--- src/rtl/hazard_unit.sv ---
// Hazard controller for the 5-stage SIMD/AES pipeline: operand forwarding,
// load-use / PC-write stalls and flushes, and a multi-cycle vector stall sequencer.
module hazard_unit #(
    parameter int REG_ADDR_W  = 4,
    parameter int VEC_LATENCY = 4
) (
    input  logic                  clk,
    input  logic                  rst,
    input  logic [REG_ADDR_W-1:0] RA1D,
    input  logic [REG_ADDR_W-1:0] RA2D,
    input  logic [REG_ADDR_W-1:0] RA1E,
    input  logic [REG_ADDR_W-1:0] RA2E,
    input  logic [REG_ADDR_W-1:0] WA3E,
    input  logic [REG_ADDR_W-1:0] WA3M,
    input  logic [REG_ADDR_W-1:0] WA3W,
    input  logic                  RegWriteM,
    input  logic                  RegWriteW,
    input  logic                  MemtoRegE,
    input  logic                  PCSrcD,
    input  logic                  PCSrcE,
    input  logic                  PCSrcM,
    input  logic                  PCSrcW,
    input  logic                  BranchTakenE,
    input  logic                  VecOpE,
    output logic [1:0]            ForwardAE,
    output logic [1:0]            ForwardBE,
    output logic                  StallF,
    output logic                  StallD,
    output logic                  StallE,
    output logic                  FlushD,
    output logic                  FlushE,
    output logic                  VecBusy,
    output logic                  VecDoneE
);

    typedef enum logic {
        S_IDLE,
        S_BUSY
    } state_t;

    localparam bit         MULTI    = (VEC_LATENCY > 1);
    localparam logic [3:0] CNT_LOAD = MULTI ? 4'(VEC_LATENCY - 2) : 4'd0;

    state_t     r_state;
    state_t     w_state_nxt;
    logic [3:0] r_cnt;
    logic [3:0] w_cnt_nxt;

    logic w_ldr_stall;
    logic w_pc_pending;
    logic w_vec_start;
    logic w_vec_stall;
    logic w_vec_done;

    always_comb begin
        ForwardAE = 2'b00;
        if (RegWriteM && (WA3M == RA1E))
            ForwardAE = 2'b10;
        else if (RegWriteW && (WA3W == RA1E))
            ForwardAE = 2'b01;
    end

    always_comb begin
        ForwardBE = 2'b00;
        if (RegWriteM && (WA3M == RA2E))
            ForwardBE = 2'b10;
        else if (RegWriteW && (WA3W == RA2E))
            ForwardBE = 2'b01;
    end

    assign w_ldr_stall  = MemtoRegE && ((WA3E == RA1D) || (WA3E == RA2D));
    assign w_pc_pending = PCSrcD | PCSrcE | PCSrcM;

    // A taken branch wins over a coincident vector op: the op is squashed.
    assign w_vec_start = VecOpE & ~BranchTakenE;

    always_comb begin
        w_state_nxt = r_state;
        w_cnt_nxt   = r_cnt;
        w_vec_stall = 1'b0;
        w_vec_done  = 1'b0;
        unique case (r_state)
            S_IDLE: begin
                if (MULTI) begin
                    if (w_vec_start) begin
                        w_vec_stall = 1'b1;
                        w_cnt_nxt   = CNT_LOAD;
                        w_state_nxt = S_BUSY;
                    end
                end else begin
                    w_vec_done = w_vec_start;
                end
            end
            S_BUSY: begin
                if (r_cnt != 4'd0) begin
                    w_vec_stall = 1'b1;
                    w_cnt_nxt   = r_cnt - 4'd1;
                end else begin
                    w_vec_done  = 1'b1;
                    w_state_nxt = S_IDLE;
                end
            end
            default: begin
                w_state_nxt = S_IDLE;
                w_cnt_nxt   = 4'd0;
            end
        endcase
    end

    always_ff @(posedge clk or posedge rst) begin
        if (rst) begin
            r_state <= S_IDLE;
            r_cnt   <= 4'd0;
        end else begin
            r_state <= w_state_nxt;
            r_cnt   <= w_cnt_nxt;
        end
    end

    assign StallF   = w_ldr_stall | w_pc_pending | w_vec_stall;
    assign StallD   = w_ldr_stall | w_vec_stall;
    assign StallE   = w_vec_stall;
    assign FlushD   = w_pc_pending | PCSrcW | BranchTakenE;
    // E is held rather than bubbled while a vector op occupies it.
    assign FlushE   = (w_ldr_stall | BranchTakenE) & ~w_vec_stall;
    assign VecBusy  = (r_state == S_BUSY);
    assign VecDoneE = w_vec_done;

endmodule

--- config.mk ---
export PLATFORM = sky130hd
export DESIGN_NAME = hazard_unit
export DESIGN_NICKNAME = d
export VERILOG_FILES = /design/src/rtl/hazard_unit.sv
export SDC_FILE = /design/constraint.sdc
export NUM_CORES = 1
export LEC_CHECK = 0
export ABC_AREA = 1
export ABC_CLOCK_PERIOD_IN_PS = 1810
export BUFFER_PORTS_ARGS = -buffer_cell sky130_fd_sc_hd__buf_2
export CAP_MARGIN = 10
export CORE_ASPECT_RATIO = 1.1
export CORE_UTILIZATION = 39
export DETAILED_ROUTE_END_ITERATION = 8
export GPL_ROUTABILITY_DRIVEN = 0
export HOLD_SLACK_MARGIN = 0.03
export PLACE_DENSITY = 0.85
export SLEW_MARGIN = 15
export SYNTH_ARGS = -nofsm -noshare
export SYNTH_HDL_FRONTEND = slang
export SYNTH_SLANG_ARGS = --single-unit
export TNS_END_PERCENT = 10
--- constraint.sdc ---
create_clock -name clk -period 1.81 [get_ports clk]
set_clock_uncertainty 0.2 [all_clocks]
set_input_delay 0.181 -clock clk [delete_from_list [all_inputs] [get_ports clk]]
set_output_delay 0.181 -clock clk [all_outputs]
set_load 0.02 [all_outputs]
# [Yosys cells after proc, flatten, opt, wreduce, memory -nomap -nowiden]
# Cells that the tools add are included.
[word_totals] ff_bits=5 inputBits=39 output_inout_bits=11 elab_cells=44
[op_classes] add_sub_neg=1 eq_ne=8 mux=12 n_bitwise=13 n_reduce_logical=8
[ops] op="== test 4 bit" count=6
[ops] op="two-way mux 4 bit" count=2
[ops] op="bitwise OR 1 bit" count=8
[ops] op="one-hot mux 4 bit (2 select lines)" count=1
[ops] op="logical AND 1 bit" count=5
[ops] op="two-way mux 1 bit" count=5
[ops] op="two-way mux 2 bit" count=2
[ops] op="one-hot mux 1 bit (2 select lines)" count=2
[ops] op="nonzero test 4 bit" count=1
[ops] op="subtractor 4 x 1 -> 4 bit (second input constant)" count=1
[ops] op="NOT 1 bit" count=3
[ops] op="bitwise AND 1 bit" count=2
[ops] op="!= test 2 x 1 -> 1 bit (second input constant)" count=1
[ops] op="!= test 2 bit (second input constant)" count=1
[ops] op="AND reduction 2 bit" count=1
[ops] op="logical OR 1 bit" count=1

# [Longest topological paths before layout]
[logic_depth] word_depth=6 depth_mapped=8 mapped_depth_nobuf=8

# [Worst setup path after synthesis]
# No wires, ideal clock.
[synth_path] kind="register to output" start="reg r_cnt[0]" end="out FlushE" arrival_time_ns=1.278 t_required_ns=1.429 slack_ns=0.151 stages_incl_launch_ff=7 path_buffers=0 path_cell_list="dfrtp_1 inv_1 ha_1 nand3_2 nand2_4 inv_4 a21oi_1"
[synth_via] elab_chain_cells=5
[synth_rtl] item="start, declared" line_no="46" text="logic [3:0] r_cnt;"
[synth_rtl] item="start signal, assigned" line_no="116" text="r_cnt <= w_cnt_nxt;"
[synth_rtl] item="nonzero test 4 bit" line_no="95" text="if (r_cnt != 4'd0) begin"
[synth_rtl] item="two-way mux 1 bit" line_no="95"
[synth_rtl] item="one-hot mux 1 bit (2 select lines)" line_no="82" text="unique case (r_state)"
[synth_rtl] item="named net StallE" line_no="29" text="output logic StallE,"
[synth_rtl] item="NOT 1 bit" line_no="125" text="assign FlushE = (w_ldr_stall | BranchTakenE) & ~w_vec_stall;"
[synth_rtl] item="bitwise AND 1 bit" line_no="125"
[synth_rtl] item="end, declared" line_no="31" text="output logic FlushE,"
# The timed path passes the listed nets, and every way through them passes these cells.

# [Worst setup path in the final report]
[layout_path] start="reg r_cnt[1]" end="out FlushE"
[layout_via] elab_chain_cells=5
[layout_rtl] item="nonzero test 4 bit" line_no="95"
[layout_rtl] item="two-way mux 1 bit" line_no="95"
[layout_rtl] item="one-hot mux 1 bit (2 select lines)" line_no="82"
[layout_rtl] item="NOT 1 bit" line_no="125"
[layout_rtl] item="bitwise AND 1 bit" line_no="125"
# Every way passes these cells.

==> impl_results.md <==
- Status: finished, final reports clean
- Synthesized Nets: 164
- Crit path cell chain: inv_2 -> ha_4 -> nand3_4 -> nand2_4 -> inv_4 -> a21oi_2 -> buf_4
- CTS tree: done
- Switch Pwr: 0.444 mW
- CP max stage delay: 0.39 ns
- Slew Viols, Final: 0
- Post-synth top area share: 23.8%
- Global Route met1 Usage: 21.5%
- Power per cell area: 936 nW/µm²
- Mapped Cells: 124
- CTS sink cnt: 5
- Register area share after synthesis: 18.5%
- Fillers: 148
- Register bit total from synthesis: 5
- Die footprint: 1910 µm²
- Grt met3 use: 1.98%
- Register area: 125 µm²
- Most Used Layer, Global Route: met2
- Largest family of logic cells by synthesized area: simple AND/OR/NAND/NOR gates
- H-tree level count: 1
- Drt total wl: 1910 µm
- Worst path arrival time: 1.35 ns
- Die width: 41.8 µm
- Main area contributors after synthesis: nand2_1 24%, dfrtp_1 18%, inv_1 15%
- Post-synth cell types: 19
- Post-DP HPWL: 1540 µm
- Post-place setup slack: 0.183 ns
- CP max FO: 7
- Fmax: 578 MHz
- Critical path's top delay family: flip-flops
- Initial core utilization: 42.5%
- Final setup vio count: 0
- Post-Synth Simple-Gate Area: 43.2%
- Die height: 45.7 µm
- Vias in the first global route: 790
- WP data required: 1.43 ns
- Clock root buffer: clkbuf_4
- Final ANT Viol Nets: 0
- Largest area contributor in the netlist: nand2_1
- FP Rows: 15
- Synth Area in Compound Gates: 9.04%
- Slowest CP cell: dfrtp_1
- WP buf/inv: 3
- Area Growth Syn to Fin: 52.2%
- RSZ-0062 raised after global routing: false
- Hold Violations, Final: 0
- CTS clock-pin slew for the worst setup and hold paths: 0.04 ns
- Post-synthesis area per instance: 5.47 µm²
- Crit path time final: 1.73 ns
- Synthesized area: 678 µm²
- Logic pwr share: 64.1%
- Global route overflow: 0
- Endpoint class of the critical path: output port
- Critical path class: reg2out
- Clock power frac: 12.6%
- DRC: 0
- M2 GR Usage: 39.1%
- 1st-pass router iterations: 4
- Relative slew slack: 83.2%
- First-pass GRT wire length: 2940 µm
- ANT cells: 0
- WL/cell: 9.67 µm
- Total core area: 1600 µm²
- Fraction of layout cells with a size suffix above 1: 34.8%
- PortBufs: 49
- Min-delay worst type: in2reg
- Worst-skew pair later-pin latency: 0.23 ns
- Sequential Power Share: 23.3%
- Vias per cell: 4.68
- Least-Margin Pin Slew: 0.250 ns
- TritonCTS buffer count: 3
- I/O pin count: 50
- Tcrit/Tclk final: 95.6%
- Mux contribution to synthesized area: 0%
- P_leak: 0.653 nW
- Sw Ratio: 45.9%
- Internal power: 0.523 mW
- Maximum VDD drop: 0.847 mV
- Vias: 926
- Final nets: 222
- Largest net degree at the start of global routing: 8
- Post-Synth Adder-Cell Area: 1.85%
- Post-route setup slack: 0.0803 ns
- Setup_tns: 0 ns
- Worst-case clock buffer depth: 2
- Initial antenna violation count: 0
- XOR/XNOR Fraction of Synth Area: 11.6%
- CP Launch Type: flip-flop
- Number of max-cap violations: 0
- Drt initial violations: 20
- Footprint of the multi-input gates: 472 µm²
- Yosys warns: 0
- GRT Resource Usage Total: 19.0%
-- Yosys cell counts --
library cell  instances
a31oi_1               1
nand4_1               2
nor3_1                3
nand3_2               1
nand2_1              43
inv_1                27
dfrtp_1               5
o31ai_1               1
o22ai_1               2
nand2_4               1
nand3_1               6
ha_1                  1
inv_4                 1
xor2_1                1
o21ai_1               2
a21oi_1               3
o21ai_0               2
xnor2_1               8
nor2_1               14
-- per-layer routing --
metal | part of all wire, % | vias to the layer above
met5 | 0 | -
met4 | 0 | 0
met3 | 3.4 | 0
met2 | 56 | 20
met1 | 41 | 417
li1 | - | 489
-- final timing paths --
| path | end | cells past startpoint | slack (ns) | from |
|---|---|---|---|---|
| min reg2reg | r_cnt[3] | 2 | 0.35 | r_cnt[3] |
| max in group asynchronous | r_cnt[0] | 3 | 1.05 | rst |
| min | r_cnt[3] | 4 | 0.12 | VecOpE |
| max reg2reg | r_cnt[2] | 5 | 0.34 | VecBusy |
| max | FlushE | 7 | 0.08 | r_cnt[1] |
| min in group asynchronous | r_cnt[1] | 3 | 0.19 | rst |
-- worst reg2reg max path, cell delays in order, from the launching register on --
cell and delay, ns:
dfrtp_1 0.47, inv_1 0.12, nand2_1 0.13, nand2_4 0.08, buf_4 0.14, o31ai_1 0.22
-- layout make-up --
type | count | share of cell area [%]
timing repair buffer | 53 | 27.2
multi-input combinational | 91 | 45.7
tap | 17 | 2.06
clock buffer | 4 | 2.55
inverter | 28 | 10.4
sequential | 5 | 12.1
-- timing repair --
action                     CTS  global route
pin swaps                    2             1
buffers inserted             1             2
hold endpoints to repair     5             0
setup endpoints to repair    1             2
gates resized for setup      4             4
hold buffers                 1             0
-- cells in the final DEF (no fill, tap or decap) --
master | netlist | routed
xnor2_1 | 8 | 8
ha_4 | 0 | 1
o21ai_0 | 2 | 2
a21oi_2 | 0 | 1
nor2_1 | 14 | 13
dlygate4sd3_1 | 0 | 1
nand2_4 | 1 | 1
nand3_1 | 6 | 6
dfrtp_1 | 5 | 5
buf_2 | 0 | 48
a31oi_1 | 1 | 1
o22ai_1 | 2 | 2
buf_4 | 0 | 4
o31ai_1 | 1 | 1
nand4_1 | 2 | 2
clkbuf_1 | 0 | 1
xor2_1 | 1 | 1
nand2_1 | 43 | 43
inv_4 | 1 | 1
o21ai_1 | 2 | 2
clkbuf_4 | 0 | 3
inv_1 | 27 | 25
nand3_4 | 0 | 1
nor2_2 | 0 | 1
nor3_1 | 3 | 3
inv_2 | 0 | 2
a21oi_1 | 3 | 2
-- stage by stage --
step | utilization, % | cells | power, mW | area [µm²] | hold WS [ns]
3_5_place_dp | 59.2 | 190 | 0.706 | 945 | -0.119
3_3_place_gp | 59.2 | 190 | 0.684 | 945 | -0.123
4_1_cts | 63.4 | 196 | 0.905 | 1010 | 0.105
2_1_floorplan | - | 124 | 0.548 | 678 | -0.240
5_1_grt | 64.7 | 198 | 1.04 | 1030 | 0.123
6_report | 64.7 | 198 | 0.966 | 1030 | 0.124
-- power groups by stage --
stage          Sequential [mW]  Combinational (mW)  Clock (mW)
3_5_place_dp             0.211               0.495           0
4_1_cts                  0.212               0.564       0.129
2_1_floorplan            0.215               0.333           0
3_3_place_gp             0.210               0.474           0
5_1_grt                  0.230               0.674       0.137
6_report                 0.225               0.620       0.122
-- sequential cells by signal, indices dropped and copies added (netlist names) --
signal   flops
VecBusy      1
r_cnt        4
-- kinds of logic (layout without fill, tap and decap cells) --
kind of cell    count (synthesis)  in the layout
simple gates                   70             70
buf+inv                        28             85
xor+xnor                        9              9
flops                           5              5
fa+ha+maj                       1              1
compound gates                 11             11
Power figures use the tool's default switching activity.
